[src/rtl/div_unit.sv]
// Iterative restoring divider for DIV/DIVU: WIDTH steps per operation,
// holds the pipeline via stall_o, delivers {remainder, quotient}.
module div_unit #(
    parameter int unsigned WIDTH = 32
) (
    input  logic               clk,
    input  logic               rst,
    input  logic               start_i,
    input  logic               signed_i,
    input  logic [WIDTH-1:0]   opdata1_i,
    input  logic [WIDTH-1:0]   opdata2_i,
    input  logic               annul_i,
    output logic [2*WIDTH-1:0] result_o,
    output logic               ready_o,
    output logic               stall_o
);

    localparam int unsigned CW = $clog2(WIDTH);

    typedef enum logic [1:0] {
        IDLE   = 2'd0,
        BYZERO = 2'd1,
        ON     = 2'd2,
        FINISH = 2'd3
    } state_t;

    state_t            state, state_next;
    logic [CW-1:0]     cnt;
    logic [WIDTH-1:0]  dvd;      // dividend, quotient bits shift in from the right
    logic [WIDTH-1:0]  dvs;
    logic [WIDTH-1:0]  rem;
    logic              q_neg, r_neg;

    logic [WIDTH:0]    rem_sh, diff;
    logic [WIDTH-1:0]  step_rem, step_q;
    logic [WIDTH-1:0]  abs1, abs2, fix_q, fix_r;
    logic              last_step;

    // Absolute values of the incoming operands (only for signed division)
    always_comb begin
        abs1 = (signed_i && opdata1_i[WIDTH-1]) ? (~opdata1_i + WIDTH'(1)) : opdata1_i;
        abs2 = (signed_i && opdata2_i[WIDTH-1]) ? (~opdata2_i + WIDTH'(1)) : opdata2_i;
    end

    // One restoring step plus the sign fix applied on the final step
    always_comb begin
        rem_sh    = {rem, dvd[WIDTH-1]};
        diff      = rem_sh - {1'b0, dvs};
        step_rem  = diff[WIDTH] ? rem_sh[WIDTH-1:0] : diff[WIDTH-1:0];
        step_q    = {dvd[WIDTH-2:0], ~diff[WIDTH]};
        fix_q     = q_neg ? (~step_q + WIDTH'(1)) : step_q;
        fix_r     = r_neg ? (~step_rem + WIDTH'(1)) : step_rem;
        last_step = (cnt == CW'(WIDTH - 1));
    end

    // State register
    always_ff @(posedge clk or posedge rst) begin
        if (rst) state <= IDLE;
        else     state <= state_next;
    end

    // Next-state logic; annul overrides every other transition
    always_comb begin
        state_next = state;
        if (annul_i) begin
            state_next = IDLE;
        end else begin
            case (state)
                IDLE:    if (start_i) state_next = (opdata2_i == '0) ? BYZERO : ON;
                BYZERO:  state_next = FINISH;
                ON:      if (last_step) state_next = FINISH;
                FINISH:  if (!start_i) state_next = IDLE;
                default: state_next = IDLE;
            endcase
        end
    end

    // Datapath: operand capture, iteration, result and ready registers
    always_ff @(posedge clk or posedge rst) begin
        if (rst) begin
            cnt      <= '0;
            dvd      <= '0;
            dvs      <= '0;
            rem      <= '0;
            q_neg    <= 1'b0;
            r_neg    <= 1'b0;
            result_o <= '0;
            ready_o  <= 1'b0;
        end else begin
            ready_o <= (state_next == FINISH);
            if (!annul_i) begin
                case (state)
                    IDLE: begin
                        if (start_i) begin
                            dvd   <= abs1;
                            dvs   <= abs2;
                            rem   <= '0;
                            cnt   <= '0;
                            q_neg <= signed_i & (opdata1_i[WIDTH-1] ^ opdata2_i[WIDTH-1]);
                            r_neg <= signed_i & opdata1_i[WIDTH-1];
                        end
                    end
                    BYZERO: result_o <= '0;
                    ON: begin
                        dvd <= step_q;
                        rem <= step_rem;
                        cnt <= cnt + CW'(1);
                        if (last_step) result_o <= {fix_r, fix_q};
                    end
                    default: ;
                endcase
            end
        end
    end

    // Stall the pipeline while a requested division has not yet delivered
    assign stall_o = start_i & ~ready_o & ~annul_i;

endmodule

[config.mk]
export PLATFORM = sky130hd
export DESIGN_NAME = div_unit
export DESIGN_NICKNAME = d
export VERILOG_FILES = /design/src/rtl/div_unit.sv
export SDC_FILE = /design/constraint.sdc
export NUM_CORES = 1
export LEC_CHECK = 0
export ABC_AREA = 1
export BUFFER_PORTS_ARGS = -buffer_cell sky130_fd_sc_hd__buf_2
export CAP_MARGIN = 20
export CORE_MARGIN = 2
export CORE_UTILIZATION = 50
export CTS_CLUSTER_DIAMETER = 150
export CTS_CLUSTER_SIZE = 14
export DETAILED_ROUTE_END_ITERATION = 8
export PLACE_DENSITY = 0.7
export RECOVER_POWER = 50
export SLEW_MARGIN = 40
export SYNTH_ARGS = -nofsm -noshare
export SYNTH_HDL_FRONTEND = slang
export SYNTH_SLANG_ARGS = --single-unit
[constraint.sdc]
create_clock -name clk -period 15 [get_ports clk]
set_clock_uncertainty 0.1 [all_clocks]
set_input_delay 1.5 -clock clk [delete_from_list [all_inputs] [get_ports clk]]
set_output_delay 1.5 -clock clk [all_outputs]
set_load 0.005 [all_outputs]
==> flow_metrics.env <==
export IMPL_ctsResizeCount=0
export IMPL_dp_slack_ns=10.11
export IMPL_seq_area_frac_synth=0.3333
export IMPL_start_util=0.5084
export IMPL_final_nets=2156
export IMPL_clk_pin_slew_ns=0.08
export IMPL_post_cts_setup_buffer_count=0
export IMPL_synth_seq_cells=170
export IMPL_power_switching_uw=1611
export IMPL_antenna_left=0
export IMPL_synth_top_area_frac=0.3333
export IMPL_arrival_ns=6.83
export IMPL_async_reset_ff_frac=1.000
export IMPL_core_um2=25110
export IMPL_finalCritPeriodShare=0.4300
export IMPL_die_width_um=163.8
export IMPL_yosysTopAreaCell="dfrtp_1"
export IMPL_hold_violations=0
export IMPL_synth_ff_type="dfrtp_1"
export IMPL_clkSinkCount=170
export IMPL_grt_max_degree=74
export IMPL_cts_tree="yes"
export IMPL_fmax_ghz=0.1551
export IMPL_cp_depth=4
export IMPL_io_buffers=134
export IMPL_intPower_uw=1305
export IMPL_worstSetupEndpointType="asynchronous set/reset pin"
export IMPL_slew_headroom=-1.759
export IMPL_fin_cells=2391
export IMPL_setup_worst_path_start_class="input pin"
export IMPL_required_ns=15.39
export IMPL_placementRows=58
export IMPL_vias_per_cell=5.534
export IMPL_drt_iter0_drc=1039
export IMPL_fin_ws_ns=8.551
export IMPL_synth_cell_types=55
export IMPL_cap_violations=4
export IMPL_htree_levels=4
export IMPL_drt_total_wl_um=40660
export IMPL_ios=135
export IMPL_setup_tns_ns=0
export IMPL_peakVddDrop_mv=0.1346
export IMPL_p_comb_frac=0.636
export IMPL_dr_total_vias=13230
export IMPL_hold_buffers=0
export IMPL_syn_nets=2056
export IMPL_dp_cells=2359
export IMPL_drv_slew=231
export IMPL_tightest_slew_ns=4.138
export IMPL_crit_family="buffers and inverters"
export IMPL_final_layout_size_suffix_gt1_frac=0.09801
export IMPL_diodes=0
export IMPL_grt_overflow_total=0
export IMPL_netlist_area_um2=12760
export IMPL_yosysMostFrequentCell="nand2_1"
export IMPL_die_area_um2=26820
export IMPL_holdCritPathClass="flop to flop"
export IMPL_path_buf_inv=4
export IMPL_place_congestion=0.9570
export IMPL_antenna_found_initial=0
export IMPL_grt_pass1_wl_um=65430
export IMPL_leakage_uw=0.007216
export IMPL_rsz0062_at_grt="no"
export IMPL_synth_area_per_cell_um2=6.553
export IMPL_fill_cells=2596
export IMPL_critical_path_max_stage_delay_ns=2.98
export IMPL_wl_per_cell_um=17.00
export IMPL_track_usage=0.3113
export IMPL_grt_pass1_vias=12490
export IMPL_rr_worst_depth=5
export IMPL_outcome="finished with violations"
export IMPL_clockBufferDepth=2
export IMPL_crit_slowest_cell="clkbuf_1"
export IMPL_p_sw_frac=0.5524
export IMPL_die_y_um=163.8
export IMPL_path_cells="buf_2 -> clkinvlp_2 -> clkbuf_1 -> buf_4"
export IMPL_setup_viol=0
export IMPL_area_delta_synth_final_pct=11.04
export IMPL_power_density_nw_per_um2=205.7
export IMPL_firstDrtPassIters=7
export IMPL_drc=0
export IMPL_seq_power_share=0.209
export IMPL_root_buffer="clkbuf_16"
export IMPL_dp_hpwl_um=31080
export IMPL_period_minus_slack_ns=6.449
export IMPL_worstSetupPathType="input pin to asynchronous set/reset pin"
export IMPL_hold_depth=1
export IMPL_cp_max_fo=73
export IMPL_synth_edf_count=0
export IMPL_ys_warn_count=0
export IMPL_violations="capacitance limit, slew limit"
export IMPL_clockPowerShare=0.156
export IMPL_synth_area_top_cells="dfrtp_1 (33%), nand2_1 (17%), inv_1 (7.3%)"
export IMPL_insertion_delay_ns=0.44
export IMPL_postSynthCellCount=1948
export IMPL_yosys_top_cells_count="nand2_1 (576), inv_1 (248), nor2_1 (178)"
export IMPL_cts_buffers=17
export IMPL_hold_worst_slack_ns=0.3738
[metrics by stage]
stage                     cell area (um2)  total power, uW  utilization
after floorplan                     12760             2000            -
after global placement              13670             2425       0.5445
after detailed placement            13680             2443       0.5446
after CTS                           14270             2904       0.5682
after global routing                14170             3185       0.5645
final                               14170             2916       0.5645
[final timing paths]
kind / startpoint / end / slack (ns)
hold reg to reg: cnt[3] / cnt[3] / 0.37
hold / removal: cnt[3] / cnt[3] / 0.37
max in group clk: annul_i / dvd[31] / 8.60
min in group asynchronous: rst / result_o[62] / 1.50
setup / recovery: rst / dvs[21] / 8.55
setup reg to reg: state[0] / dvd[31] / 9.38
[final cells by class]
cell class              count  area [um2]  share of cell area
flip-flops and latches    170        4254              0.3001
well taps                 330       412.9             0.02913
repair buffers            144       671.9             0.04740
clock buffers              17       425.4             0.03001
clock inverters            15       166.4             0.01174
multi-input cells        1452        7254              0.5118
inverters                 263       988.4             0.06974
[cells by family (layout without fill, tap and decap cells)]
family | after synthesis | after routing | synth area share
simple gates | 1010 | 1010 | 0.3405
compound gates | 365 | 365 | 0.1623
buf+inv | 326 | 439 | 0.09900
flops | 170 | 170 | 0.3333
fa+ha+maj | 39 | 39 | 0.03882
xor+xnor | 38 | 38 | 0.02607
[cells in the final DEF (no fill, tap or decap), types with 7 or more instances in the layout]
master,netlist,routed
clkbuf_1,47,51
xnor2_1,12,12
inv_8,0,7
nor3_1,36,35
o21ai_0,169,169
a32o_1,9,9
nor2_1,178,176
nor2_2,8,9
nand2_1,576,577
clkbuf_16,0,17
xor2_1,26,26
dfrtp_1,170,170
nand3b_1,8,8
o211ai_1,27,27
buf_2,5,87
o22ai_1,17,17
inv_1,248,247
inv_2,13,13
o21ai_1,15,15
nand2_2,20,20
nand4_1,21,21
ha_1,38,38
a21oi_1,91,91
nand3_1,123,123
or2_2,8,8
[layer usage]
metal	part of all wire	GRT usage	vias up	wire length, um
li1	-	-	6523	-
met1	0.45	0.4266	6206	18240
met2	0.46	0.5053	435	18810
met3	0.060	0.04596	68	2426
met4	0.029	0.1033	0	1183
met5	0	0	-	0
[state kept, by name (all words and copies together), names as in the netlist]
name and flops:
ready_o 1, result_o 64, dvd 32, q_neg 1, cnt 5, rem 32
r_neg 1, dvs 32, state 2
[power groups by stage]
stage	Combinational, uW	Clock [uW]	Sequential, uW
2_1_floorplan	1410	0	586
4_1_cts	1840	457	607
6_report	1850	454	608
3_3_place_gp	1810	0	613
3_5_place_dp	1830	0	615
5_1_grt	2090	479	616
(Power assumes the default switching activity.)
